[src/rtl/shift_request_queue.sv]
// Issue stage for a combinational barrel shifter: request FIFO -> registered sh_* -> result register.
// Optional build macro SHQ_DONE_CNT_EN adds a 16-bit done_count of output handshakes.
module shift_request_queue #(
  parameter  int WIDTH = 8,
  parameter  int DEPTH = 4,
  localparam int SHW   = $clog2(WIDTH),
  localparam int AW    = $clog2(DEPTH)
) (
  input  logic             clk,
  input  logic             rst_n,
  input  logic             in_valid,
  output logic             in_ready,
  input  logic [WIDTH-1:0] in_data,
  input  logic [SHW-1:0]   in_amount,
  input  logic             in_dir,
  output logic [WIDTH-1:0] sh_data,
  output logic [SHW-1:0]   sh_amount,
  output logic             sh_dir,
  input  logic [WIDTH-1:0] sh_result,
  output logic             out_valid,
  input  logic             out_ready,
  output logic [WIDTH-1:0] out_data,
  output logic [SHW-1:0]   out_amount,
  output logic             out_dir,
  output logic [AW:0]      fifo_count
`ifdef SHQ_DONE_CNT_EN
  ,
  output logic [15:0]      done_count
`endif
);

  typedef struct packed {
    logic [WIDTH-1:0] data;
    logic [SHW-1:0]   amount;
    logic             dir;
  } req_t;

  req_t        mem [DEPTH];
  req_t        head;
  logic [AW:0] wr_ptr, rd_ptr;
  logic        full, empty;
  logic        push, pop, s2_take;
  logic        issue_vld;

  // Pointers carry one extra wrap bit so full and empty are distinguishable.
  assign full       = (wr_ptr[AW-1:0] == rd_ptr[AW-1:0]) && (wr_ptr[AW] != rd_ptr[AW]);
  assign empty      = (wr_ptr == rd_ptr);
  assign fifo_count = wr_ptr - rd_ptr;
  assign in_ready   = !full;
  assign head       = mem[rd_ptr[AW-1:0]];

  assign push    = in_valid && in_ready;
  assign s2_take = issue_vld && (!out_valid || out_ready);
  assign pop     = !empty && (!issue_vld || s2_take);

  // NOTE: the storage array has no reset; validity is tracked by the pointers alone.
  always_ff @(posedge clk) begin
    if (push) mem[wr_ptr[AW-1:0]] <= {in_data, in_amount, in_dir};
  end

  // NOTE: all state below uses non-blocking assignments so every register samples pre-edge values.
  always_ff @(posedge clk or negedge rst_n) begin
    if (!rst_n) begin
      wr_ptr <= '0;
      rd_ptr <= '0;
    end else begin
      if (push) wr_ptr <= wr_ptr + 1'b1;
      if (pop)  rd_ptr <= rd_ptr + 1'b1;
    end
  end

  // Stage 1: sh_* only change when the slot is empty or stage 2 is draining it.
  always_ff @(posedge clk or negedge rst_n) begin
    if (!rst_n) begin
      issue_vld <= 1'b0;
      sh_data   <= '0;
      sh_amount <= '0;
      sh_dir    <= 1'b0;
    end else if (pop) begin
      issue_vld <= 1'b1;
      sh_data   <= head.data;
      sh_amount <= head.amount;
      sh_dir    <= head.dir;
    end else if (s2_take) begin
      issue_vld <= 1'b0;
    end
  end

  // Stage 2: result register with the request's amount/dir carried along as a tag.
  always_ff @(posedge clk or negedge rst_n) begin
    if (!rst_n) begin
      out_valid  <= 1'b0;
      out_data   <= '0;
      out_amount <= '0;
      out_dir    <= 1'b0;
    end else if (s2_take) begin
      out_valid  <= 1'b1;
      out_data   <= sh_result;
      out_amount <= sh_amount;
      out_dir    <= sh_dir;
    end else if (out_ready) begin
      out_valid  <= 1'b0;
    end
  end

`ifdef SHQ_DONE_CNT_EN
  always_ff @(posedge clk or negedge rst_n) begin
    if (!rst_n)                      done_count <= '0;
    else if (out_valid && out_ready) done_count <= done_count + 16'd1;
  end
`endif

endmodule

[config.mk]
export PLATFORM = sky130hd
export DESIGN_NAME = shift_request_queue
export DESIGN_NICKNAME = d
export VERILOG_FILES = /design/src/rtl/shift_request_queue.sv
export SDC_FILE = /design/constraint.sdc
export NUM_CORES = 1
export LEC_CHECK = 0
export ABC_CLOCK_PERIOD_IN_PS = 2700
export CORE_AREA = 3 3 93 95
export CTS_CLUSTER_SIZE = 16
export DETAILED_ROUTE_END_ITERATION = 8
export DIE_AREA = 0 0 96 98
export PLACE_DENSITY_LB_ADDON = 0.3
export SLEW_MARGIN = 15
export SYNTH_ARGS = -nofsm -noshare
export SYNTH_HDL_FRONTEND = slang
export SYNTH_SLANG_ARGS = --single-unit
[constraint.sdc]
create_clock -name clk -period 2.7 [get_ports clk]
set_clock_uncertainty 0.1 [all_clocks]
set_input_delay 0.54 -clock clk [delete_from_list [all_inputs] [get_ports clk]]
set_output_delay 0.54 -clock clk [all_outputs]
set_load 0.02 [all_outputs]
==> metrics.txt, run 1 <==
Vias/cell 4.72; Critical Path Source Type flip-flop; Worst VDD drop 0.378 mV; synth unique cells 24; synthesized instance count ~160; die height 98 um; CP required approximately 2000 ps; area of the mapped netlist 3160 sq um; footprint of the multi-input gates 863 sq um; max incr delay on CP approximately 390 ps; drt total wl approximately 5300 um; initial antenna violation count 0; commonest non-fill, non-tap cells in the layout clkdlybuf4s50_1, edfxtp_1, dfrtp_1; Synth area leader edfxtp_1; Hold/Removal Path Class reg -> reg; Vias 1561; row cnt 32; status completed; initial DRC count 40; number of global-route vias before repair 1635; placed cell count 315; cells along the critical path inv_1, ha_1, fa_1, xor2_1, dlygate4sd2_1; core area 7810 sq um; total power draw 0.00518 W; pins over their slew limit 0; worst setup margin 132 ps; Yosys top cell area share 45.7%; Avg Synthesized Cell Area between 15 and 20 sq um; Reg-to-Reg Start wr_ptr[0]$_DFFE_PN0P_; Max-slew headroom 55.5%; clk root buf clkbuf_8; Antenna Diode Count 0; die area 9410 sq um; final setup vio count 0; Final nets 256; pwr dens about 1300 nW/um^2; Max clock buf depth 2; FMAX 389 MHz; Max-Cap Viols 0; Setup crit start wr_ptr[0]$_DFFE_PN0P_; clock-pin slew on the worst setup and hold paths 80 ps; Worst-Margin Slew about 670 ps; FF+latch area 2240 sq um; Final Critical Period 2570 ps; CTS sink cnt 80; CP endpoint kind output pin; CP Buf/Inv Count 2; 1st-pass router iterations 4; Crit Path Max Fanout 4; CTS Buf Count 9; HPWL Detailed 3530 um; worst skew pair latency 340 ps; GRT overflow 0; commonest non-fill, non-tap cell in the layout clkdlybuf4s50_1; post-synthesis register bit count 80; Port Buf Inserts 52; Place WS between 200 and 250 ps; H-tree Lvls 3; Tcrit/Tclk final 95.1%; Syn Nets 190; Setup CP Type reg -> out; RSZ-0062 raised after global routing no; Fillers 645; TritonCTS clock tree yes; Area growth syn-to-layout 28.7%; Crit path max-delay family adder cells; Starting Density 40.4%; Tot GR Track Use between 10% and 20%; Hold Crit Start issue_vld$_DFFE_PN0P_; Layout Utilization 52.0%; Slowest-stage cell, CP dfrtp_1; count of boundary I/O pins 53; Ys Warns 0; Final Hold Viols 0; DRC Markers 0; routability cong. 0.787; register area share after synthesis 71.1%; Post-Layout Cell Count 331; Routed Antenna Nets 0; Avg WL per Cell 16.1 um; largest cells by area after synthesis edfxtp_1, dfrtp_1, mux4_2; first-pass GRT wire length approximately 8600 um; Final TNS setup 0 ps; leakage between 1.5 and 2 nW; Arrival @ worst endpoint 1930 ps; share of cells above drive strength 1 between 20% and 30%; pin count of the biggest net entering global routing 33; Die X-Extent 96 um
-- path summary, 6_finish.rpt --
path | depth (start not counted) | end | slack, ps
max | 5 | fifo_count[2] | 130
min | 1 | out_valid$_DFFE_PN0P_ | 390
max reg2reg | 5 | rd_ptr[1]$_DFFE_PN0P_ | 500
min reg2reg | 1 | out_valid$_DFFE_PN0P_ | 390
max in group asynchronous | 2 | rd_ptr[1]$_DFFE_PN0P_ | 1700
min in group asynchronous | 2 | out_data[3]$_DFFE_PN0P_ | 500
-- flip-flops by register name, indices dropped and copies added, names as in the netlist, 3 cells and up --
signal / cells
wr_ptr: 3
out_data: 8
rd_ptr: 3
mem: 48
sh_amount: 3
sh_data: 8
out_amount: 3
-- final cells by class --
cell class,instances,share of cell area (%)
flip-flops and latches,80,55.2
multi-input cells,68,21.3
repair buffers,59,14.0
clock buffers,13,4.71
well taps,102,3.14
clock inverters,3,1.08
inverters,6,0.555
-- report_power, final --
part / switching (W) / internal (W) / total [W]
Sequential: 0.000184 / 0.00174 / 0.00192
Combinational: 0.00111 / 0.00119 / 0.00229
Clock: 0.000406 / 0.000565 / 0.000971
-- routing by layer --
metal  vias up  part of all wire, %  wire length, um  GRT usage [%]
li1        725                    -                -              -
met4         0                  1.3               67           4.92
met5         -                    0                0              0
met1       787                   43             2300           16.3
met3         6                  6.6              351           4.08
met2        43                   49             2610           18.7
-- timing repair --
item,in CTS,in global routing
endpoints found under the setup margin,2,0
resized for setup,2,0
hold buffers,0,0
buffers inserted,0,0
-- cells in the mapped netlist, drive strengths merged --
cell type	number
a31oi	2
and2	3
buf	3
clkbuf	1
dfrtp	32
edfxtp	48
fa	1
ha	7
inv	6
mux2	26
mux4	12
nand2	4
nand2b	2
nand3	1
nand3b	1
nor2	1
o211ai	1
o21ai	1
xnor2	3
xor2	3
-- through the flow --
step           hold slack, ps  instance area (sq um)
2_1_floorplan             144                   3160
3_3_place_gp              363                   3830
3_5_place_dp              375                   3830
4_1_cts                   393                   4060
5_1_grt                   417                   4060
6_report                  390                   4060
-- logic make-up after synthesis --
group                      share of synthesized area (%)
xor gates and xnor gates                            1.90
and+or+nand+nor                                     1.98
muxes                                               18.9
buffers and inverters                               1.59
AOI/OAI and AO/OA                                   1.15
DFF                                                 71.1
adders and majority gates                           3.41
No activity file was read; power rests on OpenSTA's default activity.
==> inputs of run 2 (changes only) <==
--- a/config.mk
+++ b/config.mk
@@ -10,7 +10,7 @@
 export CTS_CLUSTER_SIZE = 16
 export DETAILED_ROUTE_END_ITERATION = 8
 export DIE_AREA = 0 0 96 98
-export PLACE_DENSITY_LB_ADDON = 0.3
+export PLACE_DENSITY = 0.6
 export SLEW_MARGIN = 15
 export SYNTH_ARGS = -nofsm -noshare
 export SYNTH_HDL_FRONTEND = slang
==> metrics.txt, run 2 (synthesized netlist as in run 1, its figures left out) <==
leakage 1.54 nW (-0.24%); Final nets 256 (unchanged); Worst VDD drop 0.466 mV (+23%); Critical Path Source Type flip-flop; Tcrit/Tclk final 95.3% (+0.16 points); Hold/Removal Path Class reg -> reg; pins over their slew limit 0 (unchanged); Max clock buf depth 2 (unchanged); GRT overflow 0 (unchanged); FMAX 389 MHz (-0.17%); clock-pin slew on the worst setup and hold paths 70 ps (about the same); count of boundary I/O pins 53 (unchanged); total power draw 0.00524 W (+1.0%); Area growth syn-to-layout 28.7% (unchanged); Setup CP Type reg -> out; Arrival @ worst endpoint 1930 ps (about the same); DRC Markers 0 (unchanged); Final Hold Viols 0 (unchanged); die height 98 um (unchanged); Fillers 649 (+0.62%); CP required 2060 ps (about the same); commonest non-fill, non-tap cells in the layout clkdlybuf4s50_1, edfxtp_1, dfrtp_1; CP endpoint kind output pin; pin count of the biggest net entering global routing 33 (unchanged); Worst-Margin Slew 676 ps (+11.1 ps); Max-Cap Viols 0 (unchanged); 1st-pass router iterations 3 (-1); status completed; Layout Utilization 52.0% (unchanged); HPWL Detailed 3740 um (+6.1%); Max-slew headroom 54.8% (-0.74 points); Starting Density 40.4% (unchanged); Avg WL per Cell 16.9 um (+4.6%); H-tree Lvls 3 (unchanged); Die X-Extent 96 um (unchanged); initial DRC count 75 (+88%); Port Buf Inserts 52 (unchanged); Final Critical Period 2570 ps (+4.28 ps); clk root buf clkbuf_8; Crit Path Max Fanout 4 (unchanged); first-pass GRT wire length 9000 um (+5.1%); Post-Layout Cell Count 331 (unchanged); FF+latch area 2240 sq um (unchanged); Reg-to-Reg Start wr_ptr[0]$_DFFE_PN0P_; slack of the worst reg-to-reg path 520 ps (+20 ps); Antenna Diode Count 0 (unchanged); Worst R2R End sh_data[6]$_DFFE_PN0P_; routability cong. 0.818 (+4.0%); worst setup path end fifo_count[2]; commonest non-fill, non-tap cell in the layout clkdlybuf4s50_1; core area 7810 sq um (unchanged); die area 9410 sq um (unchanged); share of cells above drive strength 1 27.1% (unchanged); RSZ-0062 raised after global routing no; number of global-route vias before repair 1773 (+8.4%); placed cell count 315 (unchanged); CTS sink cnt 80 (unchanged); TritonCTS clock tree yes; worst r2r path cells 5 (unchanged); Vias/cell 4.72 (unchanged); Vias 1561 (unchanged); pwr dens 1290 nW/um^2 (+1.0%); drt total wl 5580 um (+4.6%); Hold Crit Start issue_vld$_DFFE_PN0P_; Final TNS setup 0 ps (unchanged); footprint of the multi-input gates 863 sq um (unchanged); CTS Buf Count 9 (unchanged); worst skew pair latency 330 ps (about the same); Largest register FFs 48 (unchanged); setup bufs post-CTS 0 (unchanged); Tot GR Track Use 12.9% (+0.54 points); Routed Antenna Nets 0 (unchanged); Setup crit start wr_ptr[0]$_DFFE_PN0P_; row cnt 32 (unchanged); initial antenna violation count 0 (unchanged); final setup vio count 0 (unchanged)
## run 2: cell types whose count changed in the layout (fill, tap and decap cells not counted)
| cell | change |
|---|---|
| bufinv_16 | +2 |
| clkbuf_16 | -2 |
| clkbuf_8 | -1 |
| clkinv_2 | +1 |
| clkinv_4 | -1 |
| clkinvlp_4 | +1 |
## run 2: critical path, stage by stage (launching register included)
cell	delay, ps
dfrtp_1	380
inv_1	110
ha_1	230
fa_1	380
xor2_1	160
dlygate4sd2_1	340
## run 2: power by group
group | internal (W) | switching, W | total [W]
clock | 0.000611 | 0.000406 | 0.00102
sequential | 0.00174 | 0.000195 | 0.00193
combinational | 0.00119 | 0.00110 | 0.00229
total | 0.00353 | 0.00170 | 0.00524
## run 2: metrics by stage
stage / area [sq um] / hold WS [ps] / setup WS (ps)
finish: 4060 / 396 / 127
global route: 4060 / 422 / 22.5
CTS: 4060 / 397 / 91.7
detailed placement: 3830 / 380 / 198
global placement: 3830 / 371 / 265
floorplan: 3160 / 144 / 205
## run 2: layout make-up
type	count	area share, %
clock buffer	10	3.14
clock inverter	6	2.65
inverter	6	0.555
multi-input combinational	68	21.3
sequential	80	55.2
tap	102	3.14
timing repair buffer	59	14.0
## run 2: per-layer routing
metal	vias up	share of wire, %	wire length [um]	GRT usage, %
met2	46	52	2920	21.9
met5	-	0	0	0
li1	726	-	-	-
met3	5	5.0	279	2.85
met4	0	0.99	55	5.91
met1	784	42	2320	15.2
## run 2: how the worst min path moves through the flow
stage	slack, ps	to	cells past startpoint
after floorplan	140	issue_vld$_DFFE_PN0P_	0
after global placement	370	out_valid$_DFFE_PN0P_	1
after detailed placement	380	out_valid$_DFFE_PN0P_	1
after CTS	400	out_valid$_DFFE_PN0P_	1
after global routing	420	out_valid$_DFFE_PN0P_	1
final	400	out_valid$_DFFE_PN0P_	1
## run 2: timing repair
action,CTS,global route
endpoints found under the hold margin,0,0
hold buffers,0,0
setup endpoints to repair,2,0
gates resized for setup,2,0
==> inputs of run 3 (changes only) <==
--- a/config.mk
+++ b/config.mk
@@ -6,11 +6,11 @@
 export NUM_CORES = 1
 export LEC_CHECK = 0
 export ABC_CLOCK_PERIOD_IN_PS = 2700
-export CORE_AREA = 3 3 93 95
+export CORE_AREA = 3 3 82 84
 export CTS_CLUSTER_SIZE = 16
 export DETAILED_ROUTE_END_ITERATION = 8
-export DIE_AREA = 0 0 96 98
-export PLACE_DENSITY = 0.6
+export DIE_AREA = 0 0 85 87
+export PLACE_DENSITY = 0.75
 export SLEW_MARGIN = 15
 export SYNTH_ARGS = -nofsm -noshare
 export SYNTH_HDL_FRONTEND = slang
==> constraint.sdc (replaced) <==
create_clock -name clk -period 2.7 [get_ports clk]
set_clock_uncertainty 0.1 [all_clocks]
set_input_delay 0.54 -clock clk [delete_from_list [all_inputs] [get_ports clk]]
set_output_delay 0.54 -clock clk [all_outputs]
set_load 0.01 [all_outputs]
==> metrics.txt, run 3 (synthesized netlist as in run 1, its figures left out) <==
Max-Cap Viols 0 (unchanged); Tcrit/Tclk final 91.8% (-3.5 points); row cnt 28 (-13%); Clk network pwr share 18.2% (-1.2 points); share of cells above drive strength 1 27.0% (-0.12 points); CTS sink cnt 80 (unchanged); Worst-Margin Slew 643 ps (-33.3 ps); cells along the critical path inv_2, ha_1, fa_1, xor2_1, dlygate4sd2_1; CP required 2060 ps (about the same); Starting Density 52.7% (+12 points); Max clock buf depth 2 (unchanged); TritonCTS clock tree yes; combinational fraction of design power 42.9% (-0.8 points); hold_ws 394 ps (-2.27 ps); FF+latch area 2240 sq um (unchanged); initial antenna violation count 0 (unchanged); worst skew pair latency 340 ps (about the same); Hold/Removal Path Class reg -> reg; sequential share of power 38.9% (+2.0 points); max incr delay on CP 380 ps (about the same); drt total wl 5520 um (-1.1%); DRC Markers 0 (unchanged); Worst VDD drop 0.665 mV (+43%); CP endpoint kind output pin; Max-slew headroom 57.0% (+2.2 points); pwr dens 1240 nW/um^2 (-3.7%); Final TNS setup 0 ps (unchanged); commonest non-fill, non-tap cell in the layout clkdlybuf4s50_1; hold buffer count at CTS 0 (unchanged); Worst R2R End sh_dir$_DFFE_PN0P_; Reg-to-Reg Start wr_ptr[0]$_DFFE_PN0P_; pins over their slew limit 0 (unchanged); Slowest-stage cell, CP fa_1; Setup CP Type reg -> out; die area 7400 sq um (-21%); Tot GR Track Use 16.7% (+3.9 points); first-pass GRT wire length 9100 um (+1.2%); CTS Buf Count 9 (unchanged); Fillers 395 (-39%); Int Pwr 0.00346 W (-2.0%); RSZ-0062 raised after global routing no; count of boundary I/O pins 53 (unchanged); routability cong. 0.747 (-8.8%); Arrival @ worst endpoint 1840 ps (-90 ps); Crit path max-delay family adder cells; Crit Path Max Fanout 4 (unchanged); Vias 1586 (+1.6%); core area 5990 sq um (-23%); Port Buf Inserts 52 (unchanged); initial DRC count 49 (-35%); final setup vio count 0 (unchanged); Routed Antenna Nets 0 (unchanged); clock-pin slew on the worst setup and hold paths 70 ps (about the same); Layout Utilization 66.9% (+15 points); status completed; Final nets 257 (+0.39%); Final Hold Viols 0 (unchanged); Die X-Extent 85 um (-11%); footprint of the multi-input gates 863 sq um (unchanged); placed cell count 288 (-8.6%); Antenna Diode Count 0 (unchanged); Avg WL per Cell 18.1 um (+7.3%); FMAX 403 MHz (+3.8%); Area growth syn-to-layout 27.0%; pin count of the biggest net entering global routing 33 (unchanged); clk root buf clkbuf_8; Largest register FFs 48 (unchanged); Critical Path Source Type flip-flop; Vias/cell 5.20 (+10%); number of global-route vias before repair 1795 (+1.2%); worst r2r path cells 5 (unchanged); worst setup path end fifo_count[2]; GRT overflow 0 (unchanged); Crit path depth 5 (unchanged); worst setup margin 221 ps (+94.0 ps); die height 87 um (-11%); CP Buf/Inv Count 2 (unchanged); Place WS 255 ps (+56.9 ps); leakage 1.54 nW (about the same); Setup crit start wr_ptr[0]$_DFFE_PN0P_; slack of the worst reg-to-reg path 560 ps (+40 ps); net switching power 0.00151 W (-11%); switch share 30.4% (-2.1 points); HPWL Detailed 3670 um (-1.9%); Post-Layout Cell Count 305 (-7.9%); 1st-pass router iterations 4 (+1); Final Critical Period 2480 ps (-93.9 ps); H-tree Lvls 3 (unchanged); commonest non-fill, non-tap cells in the layout clkdlybuf4s50_1, edfxtp_1, dfrtp_1
==> run 3: changes by cell type in the layout (fill, tap and decap cells not counted) <==
cell,before,now
buf_4,7,8
bufinv_16,3,2
clkbuf_1,1,3
clkinvlp_4,1,0
dlygate4sd2_1,2,1
dlymetal6s2s_1,0,1
inv_1,6,5
inv_2,0,1
==> run 3: area by class of cell <==
type / instances / share of cell area [%]
well taps: 75 / 2.34
inverters: 6 / 0.562
clock inverters: 4 / 1.75
flip-flops and latches: 80 / 55.9
repair buffers: 60 / 14.5
clock buffers: 12 / 3.37
multi-input cells: 68 / 21.5
==> run 3: worst min path at each step <==
| stage | startpoint | end | slack (ps) | cells after the start |
|---|---|---|---|---|
| floorplan | rst_n | issue_vld$_DFFE_PN0P_ | 140 | 0 |
| global placement | issue_vld$_DFFE_PN0P_ | out_valid$_DFFE_PN0P_ | 370 | 1 |
| detailed placement | issue_vld$_DFFE_PN0P_ | out_valid$_DFFE_PN0P_ | 380 | 1 |
| CTS | issue_vld$_DFFE_PN0P_ | out_valid$_DFFE_PN0P_ | 400 | 1 |
| global route | issue_vld$_DFFE_PN0P_ | out_valid$_DFFE_PN0P_ | 420 | 1 |
| finish | issue_vld$_DFFE_PN0P_ | out_valid$_DFFE_PN0P_ | 390 | 1 |
==> run 3: what timing repair did <==
action	in CTS	in global routing
endpoints found under the setup margin	2	1
buffers inserted	1	0
cloned	0	0
gates resized for setup	2	1
==> run 3: stage by stage <==
stage / total power [W] / instance area, sq um
after floorplan: 0.00325 / 3160
after global routing: 0.00528 / 4010
final: 0.00498 / 4010
after CTS: 0.00504 / 4010
after global placement: 0.00402 / 3790
after detailed placement: 0.00414 / 3790
==> run 3: worst reg2reg max path, cell delays in order, from the launching register on <==
cell,delay (ps)
dfrtp_1,370
inv_2,70
ha_1,380
nand2_1,160
o21ai_4,550
mux2_2,410
==> run 3: layer usage <==
layer  global-route usage [%]  part of all wire (%)  vias up
li1                         -                     -      732
met2                     30.1                    53       48
met4                     7.34                   1.5        0
met1                     18.8                    40      797
met5                        0                     0        -
met3                     4.26                   5.2        9
==> run 3: power groups by stage <==
stage / clock [W] / combinational [W] / sequential, W
5_1_grt: 0.000987 / 0.00231 / 0.00198
6_report: 0.000908 / 0.00214 / 0.00193
2_1_floorplan: 0 / 0.00122 / 0.00203
4_1_cts: 0.000920 / 0.00218 / 0.00194
3_5_place_dp: 0 / 0.00218 / 0.00196
3_3_place_gp: 0 / 0.00209 / 0.00193
